[config.mk]
export PLATFORM = sky130hd
export DESIGN_NAME = axi_mgr_split_flat
export DESIGN_NICKNAME = d
export VERILOG_FILES = /design/src/rtl/axi_pkg.sv /design/src/rtl/axi_mgr_split_if.sv /design/src/rtl/axi_out_ctr.sv /design/src/rtl/axi_mgr_split.sv /design/src/flat_wrapper.sv
export SDC_FILE = /design/constraint.sdc
export NUM_CORES = 1
export LEC_CHECK = 0
export CAP_MARGIN = 25
export CORE_AREA = 2 2 136 138
export CTS_CLUSTER_DIAMETER = 150
export CTS_CLUSTER_SIZE = 10
export DETAILED_ROUTE_END_ITERATION = 6
export DIE_AREA = 0 0 138 140
export PLACE_DENSITY = 0.6
export SYNTH_ARGS = -nofsm -noshare
export SYNTH_HDL_FRONTEND = slang
export SYNTH_SLANG_ARGS = --single-unit
[constraint.sdc]
create_clock -name clk -period 4.4 [get_ports clk]
set_input_delay 0.66 -clock clk [delete_from_list [all_inputs] [get_ports clk]]
set_output_delay 0.66 -clock clk [all_outputs]
set_load 0.01 [all_outputs]
[src/rtl/axi_pkg.sv]
// Shared types for the manager-side read/write splitter.
package axi_pkg;

    typedef enum logic [1:0] {
        IDLE,
        RD_BURST,
        WR_BURST
    } axi_mgr_split_state_e;

endpackage

[src/rtl/axi_mgr_split_if.sv]
// Unified request bus plus read/write engine connections for axi_mgr_split.
// slave = the splitter's view; master = the initiator/engine environment.
interface axi_mgr_split_if #(
    parameter int AW = 32,
    parameter int DW = 32,
    parameter int UW = 32,
    parameter int IW = 1
);
    localparam int BC = DW / 8;

    logic          dv;
    logic [AW-1:0] addr;
    logic          write;
    logic [UW-1:0] user;
    logic [IW-1:0] id;
    logic [DW-1:0] wdata;
    logic [BC-1:0] wstrb;
    logic          last;
    logic          hld;
    logic [DW-1:0] rdata;
    logic          rvalid;
    logic          rd_err;
    logic          wr_done;
    logic          wr_err;

    logic          r_dv;
    logic [AW-1:0] r_addr;
    logic [UW-1:0] r_user;
    logic [IW-1:0] r_id;
    logic          r_last;
    logic          r_hld;
    logic [DW-1:0] r_rdata;
    logic          r_rvalid;
    logic          r_err;

    logic          w_dv;
    logic [AW-1:0] w_addr;
    logic [UW-1:0] w_user;
    logic [IW-1:0] w_id;
    logic [DW-1:0] w_wdata;
    logic [BC-1:0] w_wstrb;
    logic          w_last;
    logic          w_hld;
    logic          w_resp_valid;
    logic          w_resp_err;

    modport slave (
        input  dv, addr, write, user, id, wdata, wstrb, last,
        output hld, rdata, rvalid, rd_err, wr_done, wr_err,
        output r_dv, r_addr, r_user, r_id, r_last,
        input  r_hld, r_rdata, r_rvalid, r_err,
        output w_dv, w_addr, w_user, w_id, w_wdata, w_wstrb, w_last,
        input  w_hld, w_resp_valid, w_resp_err
    );

    modport master (
        output dv, addr, write, user, id, wdata, wstrb, last,
        input  hld, rdata, rvalid, rd_err, wr_done, wr_err,
        input  r_dv, r_addr, r_user, r_id, r_last,
        output r_hld, r_rdata, r_rvalid, r_err,
        input  w_dv, w_addr, w_user, w_id, w_wdata, w_wstrb, w_last,
        output w_hld, w_resp_valid, w_resp_err
    );

endinterface

[src/rtl/axi_out_ctr.sv]
// Saturating up/down counter of outstanding bursts; simultaneous inc/dec cancel.
module axi_out_ctr #(
    parameter  int MAX_OUT = 4,
    localparam int CW      = $clog2(MAX_OUT + 1)
) (
    input  logic          clk,
    input  logic          rst_n,
    input  logic          inc,
    input  logic          dec,
    output logic [CW-1:0] count,
    output logic          full,
    output logic          empty
);

    logic [CW-1:0] count_q;
    logic [CW-1:0] count_d;

    assign full  = (count_q == CW'(MAX_OUT));
    assign empty = (count_q == '0);
    assign count = count_q;

    always_comb begin
        count_d = count_q;
        if (inc && !dec && !full) begin
            count_d = count_q + CW'(1);
        end else if (dec && !inc && !empty) begin
            count_d = count_q - CW'(1);
        end
    end

    always_ff @(posedge clk or negedge rst_n) begin
        if (!rst_n) begin
            count_q <= '0;
        end else begin
            count_q <= count_d;
        end
    end

endmodule

[src/rtl/axi_mgr_split.sv]
// Routes a unified request stream to read/write manager engines, locking direction per burst.
// Define AXI_MGR_SPLIT_RAW_ORDER_EN to hold read starts while any write burst is outstanding.
module axi_mgr_split
    import axi_pkg::*;
#(
    parameter  int MAX_OUT = 4,
    localparam int CW      = $clog2(MAX_OUT + 1)
) (
    input  logic              clk,
    input  logic              rst_n,
    axi_mgr_split_if.slave    bus
);

    axi_mgr_split_state_e state_q;
    axi_mgr_split_state_e state_d;

    logic [CW-1:0] wcnt;
    logic          ctr_full;
    logic          ctr_empty;
    logic          in_idle;
    logic          rd_sel;
    logic          wr_sel;
    logic          mismatch;
    logic          rd_blk;
    logic          blk;
    logic          accept;
    logic          wr_start;

    assign in_idle  = (state_q == IDLE);
    assign rd_sel   = (state_q != WR_BURST);
    assign wr_sel   = (state_q != RD_BURST);
    assign mismatch = bus.dv && (((state_q == RD_BURST) && bus.write) ||
                                 ((state_q == WR_BURST) && !bus.write));

`ifdef AXI_MGR_SPLIT_RAW_ORDER_EN
    assign rd_blk = !ctr_empty;
`else
    assign rd_blk = 1'b0;
`endif

    // Blocking only gates burst starts; a burst in progress always completes.
    assign blk      = in_idle && bus.dv && (bus.write ? ctr_full : rd_blk);
    assign bus.hld  = blk || mismatch || (bus.write ? bus.w_hld : bus.r_hld);
    assign accept   = bus.dv && !bus.hld;
    assign wr_start = accept && bus.write && in_idle;

    assign bus.r_dv    = rst_n && bus.dv && !bus.write && rd_sel && !blk;
    assign bus.r_addr  = bus.addr;
    assign bus.r_user  = bus.user;
    assign bus.r_id    = bus.id;
    assign bus.r_last  = bus.last;

    assign bus.w_dv    = rst_n && bus.dv && bus.write && wr_sel && !blk;
    assign bus.w_addr  = bus.addr;
    assign bus.w_user  = bus.user;
    assign bus.w_id    = bus.id;
    assign bus.w_wdata = bus.wdata;
    assign bus.w_wstrb = bus.wstrb;
    assign bus.w_last  = bus.last;

    assign bus.rdata   = bus.r_rdata;
    assign bus.rvalid  = bus.r_rvalid;
    assign bus.rd_err  = bus.r_err;
    assign bus.wr_done = bus.w_resp_valid;
    assign bus.wr_err  = bus.w_resp_err;

    axi_out_ctr #(
        .MAX_OUT (MAX_OUT)
    ) u_out_ctr (
        .clk   (clk),
        .rst_n (rst_n),
        .inc   (wr_start),
        .dec   (bus.w_resp_valid),
        .count (wcnt),
        .full  (ctr_full),
        .empty (ctr_empty)
    );

    always_comb begin
        state_d = state_q;
        unique case (state_q)
            IDLE: begin
                if (accept && !bus.last) begin
                    state_d = bus.write ? WR_BURST : RD_BURST;
                end
            end
            RD_BURST, WR_BURST: begin
                if (accept && bus.last) begin
                    state_d = IDLE;
                end
            end
            default: state_d = IDLE;
        endcase
    end

    always_ff @(posedge clk or negedge rst_n) begin
        if (!rst_n) begin
            state_q <= IDLE;
        end else begin
            state_q <= state_d;
        end
    end

`ifndef SYNTHESIS
    AXI_MGR_SPLIT_DIR_MISMATCH: assert property (@(posedge clk) disable iff (!rst_n) !mismatch)
        else $warning("AXI_MGR_SPLIT_DIR_MISMATCH: beat direction disagrees with locked burst");

    AXI_MGR_SPLIT_UNDERFLOW: assert property (@(posedge clk) disable iff (!rst_n)
                                              !(bus.w_resp_valid && ctr_empty))
        else $error("AXI_MGR_SPLIT_UNDERFLOW: write response with no outstanding burst");
`endif

endmodule

[src/flat_wrapper.sv]
// flat-port wrapper written by rule: the top's interface ports become plain ports
module axi_mgr_split_flat import axi_pkg::*;
#(
    parameter  int MAX_OUT = 4,
    localparam int CW      = $clog2(MAX_OUT + 1)
)
  (clk, rst_n, bus_dv, bus_addr, bus_write, bus_user, bus_id, bus_wdata, bus_wstrb, bus_last, bus_hld, bus_rdata, bus_rvalid, bus_rd_err, bus_wr_done, bus_wr_err, bus_r_dv, bus_r_addr, bus_r_user, bus_r_id, bus_r_last, bus_r_hld, bus_r_rdata, bus_r_rvalid, bus_r_err, bus_w_dv, bus_w_addr, bus_w_user, bus_w_id, bus_w_wdata, bus_w_wstrb, bus_w_last, bus_w_hld, bus_w_resp_valid, bus_w_resp_err);
  axi_mgr_split_if #(.AW(32), .DW(32), .UW(32), .IW(1)) bus_i ();
  input  logic clk;
  input  logic rst_n;
  input wire logic [$bits(bus_i.dv)-1:0] bus_dv;
  input wire logic [$bits(bus_i.addr)-1:0] bus_addr;
  input wire logic [$bits(bus_i.write)-1:0] bus_write;
  input wire logic [$bits(bus_i.user)-1:0] bus_user;
  input wire logic [$bits(bus_i.id)-1:0] bus_id;
  input wire logic [$bits(bus_i.wdata)-1:0] bus_wdata;
  input wire logic [$bits(bus_i.wstrb)-1:0] bus_wstrb;
  input wire logic [$bits(bus_i.last)-1:0] bus_last;
  output wire logic [$bits(bus_i.hld)-1:0] bus_hld;
  output wire logic [$bits(bus_i.rdata)-1:0] bus_rdata;
  output wire logic [$bits(bus_i.rvalid)-1:0] bus_rvalid;
  output wire logic [$bits(bus_i.rd_err)-1:0] bus_rd_err;
  output wire logic [$bits(bus_i.wr_done)-1:0] bus_wr_done;
  output wire logic [$bits(bus_i.wr_err)-1:0] bus_wr_err;
  output wire logic [$bits(bus_i.r_dv)-1:0] bus_r_dv;
  output wire logic [$bits(bus_i.r_addr)-1:0] bus_r_addr;
  output wire logic [$bits(bus_i.r_user)-1:0] bus_r_user;
  output wire logic [$bits(bus_i.r_id)-1:0] bus_r_id;
  output wire logic [$bits(bus_i.r_last)-1:0] bus_r_last;
  input wire logic [$bits(bus_i.r_hld)-1:0] bus_r_hld;
  input wire logic [$bits(bus_i.r_rdata)-1:0] bus_r_rdata;
  input wire logic [$bits(bus_i.r_rvalid)-1:0] bus_r_rvalid;
  input wire logic [$bits(bus_i.r_err)-1:0] bus_r_err;
  output wire logic [$bits(bus_i.w_dv)-1:0] bus_w_dv;
  output wire logic [$bits(bus_i.w_addr)-1:0] bus_w_addr;
  output wire logic [$bits(bus_i.w_user)-1:0] bus_w_user;
  output wire logic [$bits(bus_i.w_id)-1:0] bus_w_id;
  output wire logic [$bits(bus_i.w_wdata)-1:0] bus_w_wdata;
  output wire logic [$bits(bus_i.w_wstrb)-1:0] bus_w_wstrb;
  output wire logic [$bits(bus_i.w_last)-1:0] bus_w_last;
  input wire logic [$bits(bus_i.w_hld)-1:0] bus_w_hld;
  input wire logic [$bits(bus_i.w_resp_valid)-1:0] bus_w_resp_valid;
  input wire logic [$bits(bus_i.w_resp_err)-1:0] bus_w_resp_err;
  assign bus_i.dv = bus_dv;
  assign bus_i.addr = bus_addr;
  assign bus_i.write = bus_write;
  assign bus_i.user = bus_user;
  assign bus_i.id = bus_id;
  assign bus_i.wdata = bus_wdata;
  assign bus_i.wstrb = bus_wstrb;
  assign bus_i.last = bus_last;
  assign bus_hld = bus_i.hld;
  assign bus_rdata = bus_i.rdata;
  assign bus_rvalid = bus_i.rvalid;
  assign bus_rd_err = bus_i.rd_err;
  assign bus_wr_done = bus_i.wr_done;
  assign bus_wr_err = bus_i.wr_err;
  assign bus_r_dv = bus_i.r_dv;
  assign bus_r_addr = bus_i.r_addr;
  assign bus_r_user = bus_i.r_user;
  assign bus_r_id = bus_i.r_id;
  assign bus_r_last = bus_i.r_last;
  assign bus_i.r_hld = bus_r_hld;
  assign bus_i.r_rdata = bus_r_rdata;
  assign bus_i.r_rvalid = bus_r_rvalid;
  assign bus_i.r_err = bus_r_err;
  assign bus_w_dv = bus_i.w_dv;
  assign bus_w_addr = bus_i.w_addr;
  assign bus_w_user = bus_i.w_user;
  assign bus_w_id = bus_i.w_id;
  assign bus_w_wdata = bus_i.w_wdata;
  assign bus_w_wstrb = bus_i.w_wstrb;
  assign bus_w_last = bus_i.w_last;
  assign bus_i.w_hld = bus_w_hld;
  assign bus_i.w_resp_valid = bus_w_resp_valid;
  assign bus_i.w_resp_err = bus_w_resp_err;
  axi_mgr_split #(.MAX_OUT(MAX_OUT)) u_core (.clk(clk), .rst_n(rst_n), .bus(bus_i));
endmodule
==> results <==
- After routing the design area is 0.00101 sq mm.
- Setup repair after global routing left no endpoint under its margin.
- After Yosys synthesis, and, or, nand and nor cells account for 6.80% of the synthesized area.
- In this run the worst path has a maximum fanout of 8.
- For the worst-skew pair, the clock arrives at the later sink with an insertion delay of between 0.2 and 0.25 ns.
- The synthesized net count is roughly 420.
- Across the run, the number of max-cap violations was 0.
- The average instance in the mapped netlist occupies roughly 7.7 sq um.
- The worst slew slack as a fraction of its limit is ~73%.
- After the first detailed-routing iteration, the DRC count stood at 27.
- The fraction of the mapped netlist area in compound gates is 7.59%.
- The initial antenna violation count was 0.
- The post-layout utilization of the core is roughly 5.7%.
- The sum of negative setup slack is 0 ns.
- The pin count of the biggest net entering global routing is 10.
- The final weighted congestion in routability-driven placement is 0.726.
- Clock tree synthesis selected as its root buffer the cell clkbuf_16.
- Counting every sink on the clock net gives 5.
- The highest ir drop seen on vdd is roughly 250 uV.
- The transition at the pin with the smallest max-transition slack is between 0.4 and 0.5 ns.
- Derived from the worst setup path, the maximum achievable clock frequency is 0.322 GHz.
- The post-route netlist has 7.69% of its cells at a drive strength greater than 1.
- The number of buffers inserted to repair setup after CTS is 0.
- The buffer levels on the longest clock path is 2.
- Global routing finished with a remaining overflow of 0.
- The worst setup path is captured at a primary output.
- The post-cts repair resize count is 0.
- The flow ran to the end, and the final reports show no timing, DRC or antenna violations.
- The signal arrival time at the worst endpoint is approximately 2.4 ns.
- The library cell with the largest summed area after synthesis is buf_4.
- Setup violations remaining at the end of the flow were counted as 0.
- The cell total after placement is ~300.
- In the final routed layout, each cell accounts on average for about 15 microns.
- In this run the number of H-tree levels came out at 1.
- The aggregate routed wire length is approximately 4.5 mm.
- The path class of the lowest-slack min-delay path is flip-flop to flip-flop.
- The max-slew violation total from the final report is 0.
- The xor/xnor cell area share of the yosys netlist is less than 1%.
- Compared with the post-synthesis result, the final layout area differs by -51.3%.
- The floorplan step set the die width to 138 microns.
- The number of storage elements in the synthesis netlist is 5.
- The worst endpoint required time is 3.74 ns.
- Subtracting the final worst setup slack from the clock period gives between 3 and 4 ns.
- The cell count after synthesis is 269.
- The pre-antenna-repair detailed-routing pass consisted of 4 iterations.
- The Yosys step of the flow raised 0 warnings.
- The floorplan row count is 49.
- In this run the vertical extent of the chip is around 140 microns.
- The via count of the first global-routing pass is just over 900.
- The aggregate global-route resource usage is 4.28%.
- The wire length of the first global-routing pass is 6.11 mm.
- The hold violation total from the final report is 0.
- The clock-pin transition on the worst setup and hold timing paths is approximately 0.03 ns.
- The die covers slightly below 0.02 sq mm.
- The largest family of logic cells by synthesized area is buffers and inverters.
- Of the post-synthesis cell area, the part taken by muxes is less than 1%.
- The netlist uses 37 different library cells.
- The final HPWL from detailed placement is 3.64 mm.
- The start-to-end type of the worst setup path is input port to primary output.
- The count of antenna-violating nets left after detailed routing is 0.
- The area after detailed placement is roughly 930 sq um.
- The synthesized design contains 0 enable-type register cells.
- Excluding fillers, the count of instances in the completed layout stands at just over 300.
- Hold repair after CTS inserted 0 buffers.
- For this configuration, the core starts out at a cell density of roughly an eighth.
- Detailed routing inserted a total of a little over 800 vias.
- The proportion of synthesized chip area in sequential cells is 6.02%.
- Across the routed clock network, the largest skew measured is between 0.001 and 0.0015 ns.
- The static power due to leakage is ~0.00028 uW.
- In the routed design, unresolved DRC markers number 0.
- The region available for standard cell placement spans 0.0178 sq mm.
- After synthesis, the largest area contributor takes up roughly three quarters of total cell area.
- After synthesis, the share of flip-flops with an asynchronous set or reset is 100%.
- The most used flip-flop cell after synthesis is dfrtp_1.
- In this run the tool buffered the top-level ports with 13 buffer cells.
- The cell area power density is 469 mW/mm^2.
- After synthesis the cells add up to between 0.002 and 0.0025 sq mm.
- The adder-cell share of the synthesized area is ~2.8%.
- The number of nets in the final layout is 227.
- The CTS tree is built.
- The I/O pin total is 351.
- The worst setup path is launched from an input port.
- Clock tree synthesis inserted a total of 3 buffers.
- The number of antenna repair diodes is 0.
- After detailed routing, the number of vias per cell comes to approximately 2.7.
- After layout, the worst path uses 70.5% of the clock period.
- In the post-synthesis netlist, the biggest area contributors are buf_4 (74%), dfrtp_1 (6.0%), ha_1 (1.8%), a211oi_1 (1.4%), buf_6 (1.1%).
[final timing paths]
check / startpoint / end / slack, ns / cells past startpoint
hold reg to reg: u_core.state_q[0] / u_core.state_q[0] / 0.58 / 2
min in group asynchronous: rst_n / u_core.u_out_ctr.count[0] / 0.69 / 1
setup reg to reg: u_core.state_q[1] / u_core.u_out_ctr.count[1] / 1.96 / 10
setup / recovery: bus_write / bus_hld / 1.30 / 5
max in group asynchronous: rst_n / u_core.state_q[1] / 3.48 / 1
hold / removal: u_core.state_q[0] / u_core.state_q[0] / 0.58 / 2
[where the power goes]
| part | switching, uW | internal [uW] |
|---|---|---|
| logic | 106 | 107 |
| registers | 40.1 | 68.0 |
| clock network | 32.4 | 120 |
[layout by cell type, fill, tap and decap left out, types with 2 or more instances in the layout]
cell type,netlist,routed
clkdlybuf4s50_1,0,13
dfrtp_1,5,5
inv_1,4,4
a21oi_1,4,4
a211oi_1,4,4
o21ai_0,4,4
nor3b_1,3,3
nor2_1,3,3
ha_1,3,3
clkbuf_16,0,3
nand3_1,2,2
nor3_1,2,2
nand2b_1,2,2
nor2b_1,2,2
o211ai_1,2,2
a31oi_1,2,2
[cell usage after synthesis (2+ instances only)]
cell type and count:
nor3b_1 3, buf_4 204, dfrtp_1 5, o211ai_1 2
nor3_1 2, ha_1 3, a211oi_1 4, buf_6 2
a21oi_1 4, nand3_1 2, nand2b_1 2, inv_1 4
nor2_1 3, o21ai_0 4, a31oi_1 2, nor2b_1 2
[stage by stage]
step	setup slack (ns)	hold slack [ns]	total power, uW
global placement	1.32	0.573	321
floorplan	2.16	0.364	457
detailed placement	1.29	0.572	318
finish	1.30	0.581	475
CTS	1.28	0.583	475
global route	1.18	0.627	519
[metal layers]
layer / routed length [microns] / vias up / global-route usage [%]
li1: - / 271 / -
met1: 985 / 302 / 2.65
met2: 1950 / 159 / 6.44
met3: 934 / 92 / 3.32
met4: 673 / 0 / 6.50
met5: 0 / - / 0
[logic make-up after synthesis]
family / Yosys count
simple gates: 23
buf+inv: 212
xor+xnor: 1
fa+ha+maj: 4
mux: 1
flops: 5
compound gates: 23
[worst max-delay path, cell delays in order]
cell,delay (ns)
clkdlybuf4s50_1,0.60
and3_1,0.31
and2_4,0.20
or2_1,0.12
clkdlybuf4s50_1,0.54
[sequential cells by signal, indices dropped and copies added, names as in the netlist]
signal / count
u_core.u_out_ctr.count: 3
u_core.state_q: 2
[area by class of cell]
cell class / instances / area (sq um)
inverter: 4 / 15.0
tap: 229 / 287
fill: 2105 / 16800
timing repair buffer: 13 / 130
multi-input combinational: 52 / 377
clock buffer: 4 / 78.8
sequential: 5 / 125
Note: power is estimated with default switching activity, not from simulation.
